==> config.mk <==
export PLATFORM = sky130hd
export DESIGN_NAME = nn_layer_scheduler
export DESIGN_NICKNAME = d
export VERILOG_FILES = /design/src/rtl/nn_layer_scheduler.sv
export SDC_FILE = /design/constraint.sdc
export NUM_CORES = 1
export LEC_CHECK = 0
export ABC_AREA = 1
export BUFFER_PORTS_ARGS = -buffer_cell sky130_fd_sc_hd__buf_4
export CAP_MARGIN = 40
export CORE_MARGIN = 1
export CORE_UTILIZATION = 46
export DETAILED_ROUTE_END_ITERATION = 12
export GPL_TIMING_DRIVEN = 0
export MAX_ROUTING_LAYER = met4
export PLACE_DENSITY = 0.67
export SLEW_MARGIN = 25
export SYNTH_ARGS = -nofsm -noshare
export SYNTH_HDL_FRONTEND = slang
export SYNTH_SLANG_ARGS = --single-unit
==> constraint.sdc <==
create_clock -name clk -period 4.9 [get_ports clk]
set_input_delay 0.735 -clock clk [delete_from_list [all_inputs] [get_ports clk]]
set_output_delay 0.735 -clock clk [all_outputs]
set_load 0.02 [all_outputs]
==> src/rtl/nn_layer_scheduler.sv <==
// nn_layer_scheduler: sequences the fully-connected layers of the binary NN
// engine. For each layer it sets the bank selects and vector lengths, fires
// a one-cycle layer_start and waits for layer_done. A host-side
// start/busy/done handshake, an abort, a per-layer watchdog and a run-cycle
// counter are also provided. All outputs are registered from the next state.
module nn_layer_scheduler #(
  parameter int NUM_LAYERS = 4,
  parameter int X_ADDR_LEN = 10,
  parameter int W_SEL_LEN  = 2,
  parameter int X_SEL_LEN  = 2,
  parameter int X1_LEN     = 2,
  parameter int X2_LEN     = 3,
  parameter int X3_LEN     = 3,
  parameter int X4_LEN     = 4,
  parameter int OUTPUT_LEN = 10,
  parameter int TIMEOUT    = 4096
) (
  input  logic                  clk,
  input  logic                  rst_n,
  input  logic                  start,
  input  logic                  abort,
  input  logic                  layer_done,
  output logic                  busy,
  output logic                  done,
  output logic                  error,
  output logic                  layer_start,
  output logic [1:0]            layer_idx,
  output logic [W_SEL_LEN-1:0]  w_sel,
  output logic [X_SEL_LEN-1:0]  x_rd_sel,
  output logic [X_SEL_LEN-1:0]  x_wr_sel,
  output logic [X_ADDR_LEN-1:0] in_len,
  output logic [X_ADDR_LEN-1:0] out_len,
  output logic [31:0]           cycle_count
);

  typedef enum logic [2:0] {
    S_IDLE, S_CONFIG, S_FIRE, S_WAIT, S_FINISH, S_ERROR
  } state_t;

  localparam logic [1:0]  LAST_IDX = 2'(NUM_LAYERS - 1);
  // Watchdog terminal value; unused when TIMEOUT is 0.
  localparam logic [31:0] WDOG_END = 32'(TIMEOUT - 1);

  state_t                state, nxt;
  logic [1:0]            nxt_idx;
  logic [1:0]            nxt_wr;
  logic                  accept;
  logic [31:0]           wdog;
  logic [X_ADDR_LEN-1:0] nxt_in, nxt_out;

  // Next-state and next layer index; abort overrides everything but reset.
  always_comb begin
    nxt     = state;
    nxt_idx = layer_idx;
    accept  = 1'b0;
    case (state)
      S_IDLE, S_ERROR: begin
        if (start) begin
          nxt     = S_CONFIG;
          nxt_idx = 2'd0;
          accept  = 1'b1;
        end
      end
      S_CONFIG: nxt = S_FIRE;
      S_FIRE:   nxt = S_WAIT;
      S_WAIT: begin
        if (layer_done) begin
          if (layer_idx < LAST_IDX) begin
            nxt     = S_CONFIG;
            nxt_idx = layer_idx + 2'd1;
          end else begin
            nxt = S_FINISH;
          end
        end else if ((TIMEOUT != 0) && (wdog == WDOG_END)) begin
          nxt = S_ERROR;
        end
      end
      S_FINISH: nxt = S_IDLE;
      default:  nxt = S_IDLE;
    endcase
    if (abort && (state != S_IDLE) && (state != S_ERROR)) begin
      nxt     = S_IDLE;
      nxt_idx = 2'd0;
    end
  end

  // Per-layer vector lengths and write bank for the layer about to be configured.
  always_comb begin
    nxt_wr = nxt_idx + 2'd1;
    case (nxt_idx)
      2'd0:    begin nxt_in = X_ADDR_LEN'(X1_LEN); nxt_out = X_ADDR_LEN'(X2_LEN);     end
      2'd1:    begin nxt_in = X_ADDR_LEN'(X2_LEN); nxt_out = X_ADDR_LEN'(X3_LEN);     end
      2'd2:    begin nxt_in = X_ADDR_LEN'(X3_LEN); nxt_out = X_ADDR_LEN'(X4_LEN);     end
      default: begin nxt_in = X_ADDR_LEN'(X4_LEN); nxt_out = X_ADDR_LEN'(OUTPUT_LEN); end
    endcase
  end

  // State register plus registered outputs, watchdog and cycle counter.
  always_ff @(posedge clk) begin
    if (!rst_n) begin
      state       <= S_IDLE;
      busy        <= 1'b0;
      done        <= 1'b0;
      error       <= 1'b0;
      layer_start <= 1'b0;
      layer_idx   <= '0;
      w_sel       <= '0;
      x_rd_sel    <= '0;
      x_wr_sel    <= '0;
      in_len      <= '0;
      out_len     <= '0;
      cycle_count <= '0;
      wdog        <= '0;
    end else begin
      state       <= nxt;
      layer_idx   <= nxt_idx;
      busy        <= (nxt == S_CONFIG) || (nxt == S_FIRE) ||
                     (nxt == S_WAIT)   || (nxt == S_FINISH);
      done        <= (nxt == S_FINISH);
      layer_start <= (nxt == S_FIRE);
      // ERROR is only left through a new start, so this is sticky until then.
      error       <= (nxt == S_ERROR);
      wdog        <= ((state == S_WAIT) && (nxt == S_WAIT)) ? wdog + 32'd1 : 32'd0;
      // Config only moves on entry to CONFIG so it stays stable for the datapath.
      if (nxt == S_CONFIG) begin
        w_sel    <= W_SEL_LEN'(nxt_idx);
        x_rd_sel <= X_SEL_LEN'(nxt_idx);
        x_wr_sel <= X_SEL_LEN'(nxt_wr);
        in_len   <= nxt_in;
        out_len  <= nxt_out;
      end
      if (accept)
        cycle_count <= '0;
      else if (busy && (cycle_count != '1))
        cycle_count <= cycle_count + 32'd1;
    end
  end

endmodule
==> impl_metrics.csv <==
group,metric,value,unit
cells_and_area,nets,750,
synth,yosysWarnings,0,
cells_and_area,syn_to_final_growth,17.72,%
sta,fin_skew,0.01361,ns
synth,muxShareOfSynthArea,0,%
route,wl_per_cell,12.72,um
setup_path,cp_top_family,"buffers and inverters",
setup_path,critical_path.startpoint_type,"input pin",
clocking,clock_path_buffers,2,
place,place_ws,2.435,ns
setup_path,worst-path-max-fanout,10,
die,initial_core_util,47.54,%
clocking,path_clk_slew,0.08,ns
clocking,cts-root-buf,"clkbuf_8",
sta,worst_slack,2.799,ns
route,via_per_inst,5.027,
pwr,peakVddDrop,0.1875,mV
die,pin_count,69,
synth,yosys_most_used_dff,"dfxtp_1",
setup_path,crit_path_cell_trace,"buf_2 > clkinv_1 > nor2_1 > inv_2 > clkbuf_1 > a21oi_1",
pwr,p_per_area,261.9,nW/um^2
setup_path,arrival,2.38,ns
clocking,post_cts_resized,0,
pwr,seqPwrFrac,48.4,%
sta,period_minus_slack,2.101,ns
setup_path,cpMaxStageDelayCell,"nor2_1",
route,drtPass1Iterations,7,
pwr,netSwitchingFraction,27.26,%
sta,hold_viol,0,
route,drcViolationCount,0,
synth,async_flop_share,0,%
die,die_x,102.7,um
setup_path,crit_type,"input pin to flop",
route,vias,4404,
sta,rsz0062_at_grt,"no",
route,drt_iter0_drc,237,
global_route,antenna_found_initial,0,
synth,synthXorXnorAreaFrac,4.503,%
synth,synth_fa_ha_area_share,1.876,%
synth,synth-simple-area-share,39.86,%
clocking,numCtsBuffers,9,
cells_and_area,layout_commonest_cell,"nand2_1",
pwr,p_int,1047,uW
cells_and_area,drive_above_1_share,20.46,%
pwr,pwr-share-clk,37.2,%
setup_path,end_kind,"flop",
synth,synth-compound-area-share,8.068,%
synth,avgSynthCellArea,7.062,um^2
min_path,hold_class,"flop to flop",
place,hpwl,8580,um
die,coreArea,9819,um^2
sta,finalSetupViolCount,0,
route,drt-total-wl,11140,um
clocking,clock_latency,0.36,ns
global_route,grt_pass1_vias,3950,
setup_path,rrSetupSlack,2.83,ns
global_route,grt_pass1_wl,18380,um
die,die_y,102.7,um
setup_path,worstPathRequired,5.18,ns
synth,ys_seq_elements,82,
global_route,overflow,0,
clocking,clock-sinks,82,
synth,synth_edf_count,0,
sta,fin_setup_tns,0,ns
pwr,p_total,1439,uW
pwr,switchingPower,392.3,uW
die,placementRows,36,
global_route,grt_util_all_layers,23.02,%
sta,max_freq,476.1,MHz
synth,syn_area,4668,um^2
synth,synth_seq_area_share,35.16,%
cells_and_area,antenna_cells,0,
place,routabilityCongestion,0.9260,
synth,synth_cell_types,47,
setup_path,crit_path_max_incr_delay,0.51,ns
sta,period_share,42.87,%
clocking,postCtsSetupRepairBufs,0,
sta,slew_viol_final,0,
pwr,total_leakage_power,0.002176,uW
pwr,combPwrFrac,14.3,%
cells_and_area,layout_common_cells,"152 x nand2_1, 95 x nor2_1, 82 x dfxtp_1",
synth,synth_top_family_by_area,"simple AND/OR/NAND/NOR gates",
sta,worst_pin_slew,0.5466,ns
cells_and_area,final_util,55.96,%
synth,syn_inst,661,
setup_path,critPathBufInv,4,
global_route,grt_max_degree,14,
clocking,cts_tree,"built",
job,cap_violations,0,
place,portBuffers,54,
clocking,cts-hold-fix-buffers,0,
sta,slew_headroom,63.43,%
route,postRouteAntennaNets,0,
clocking,htree_levels,3,
status,status,"finished, final reports clean",
die,dieArea,10560,um^2
==> cells by family after synthesis <==
logic type / after synthesis
fa+ha+maj: 7
xor+xnor: 24
other cells: 1
simple gates: 378
compound gates: 65
buf+inv: 104
flops: 82
==> cells in the mapped netlist (6+ instances only) <==
cell type  instances  area [um^2]
a21oi_1           36        180.2
buf_4             20        150.1
dfxtp_1           82         1642
ha_1               7        87.58
inv_1             70        262.8
nand2_1          152        570.6
nand2_2           11        68.82
nand3_1           24        120.1
nand4_1           25        156.4
nor2_1            95        356.6
nor3_1            24        120.1
nor3b_2            7        87.58
nor4_1             6        37.54
o21ai_0           11        55.05
xor2_1            19        166.4
==> power groups by stage <==
stage	sequential [uW]	clock (uW)	combinational, uW
2_1_floorplan	729	0	125
4_1_cts	697	544	207
3_3_place_gp	712	0	204
3_5_place_dp	713	0	206
5_1_grt	699	572	229
6_report	697	536	206
==> worst min-delay path, stage by stage, from the launching register on <==
cell and delay, ns:
dfxtp_1 0.32, nand2_1 0.06, a21oi_1 0.05
==> layer usage <==
| layer | track usage [%] | up-vias | routed length (um) |
|---|---|---|---|
| met3 | 2.847 | 13 | 639 |
| met5 | - | - | 0 |
| met4 | 7.476 | 0 | 138 |
| met2 | 36.62 | 145 | 5103 |
| met1 | 30.38 | 1987 | 5262 |
| li1 | - | 2259 | - |
==> through the flow <==
stage	cells	instance area [um^2]	hold slack, ns
after global routing	876	5495	0.4964
final	876	5495	0.4698
after global placement	860	5285	0.4488
after floorplan	673	4713	0.4382
after detailed placement	860	5285	0.4569
after CTS	876	5495	0.4688
==> state kept, by name, summed over array words and instances (netlist names) <==
signal	cells
cycle_count	32
wdog	32
out_len	4
state	3
in_len	2
layer_idx	2
x_rd_sel	2
busy	1
done	1
error	1
layer_start	1
x_wr_sel	1
==> final cells by class <==
| cell class | instances | area, um^2 |
|---|---|---|
| tap | 133 | 166.4 |
| clock buffer | 11 | 131.4 |
| fill | 970 | 4324 |
| multi-input combinational | 487 | 2584 |
| clock inverter | 5 | 78.83 |
| inverter | 77 | 291.5 |
| timing repair buffer | 54 | 405.4 |
| buffer | 27 | 196.4 |
| sequential | 82 | 1642 |
==> final timing paths <==
check             startpoint         endpoint  cells past startpoint
setup reg to reg    state[2]       out_len[0]                     12
hold reg to reg     wdog[31]         wdog[31]                      2
setup / recovery       rst_n  cycle_count[30]                      6
hold / removal      wdog[31]         wdog[31]                      2
(Power assumes the default switching activity.)
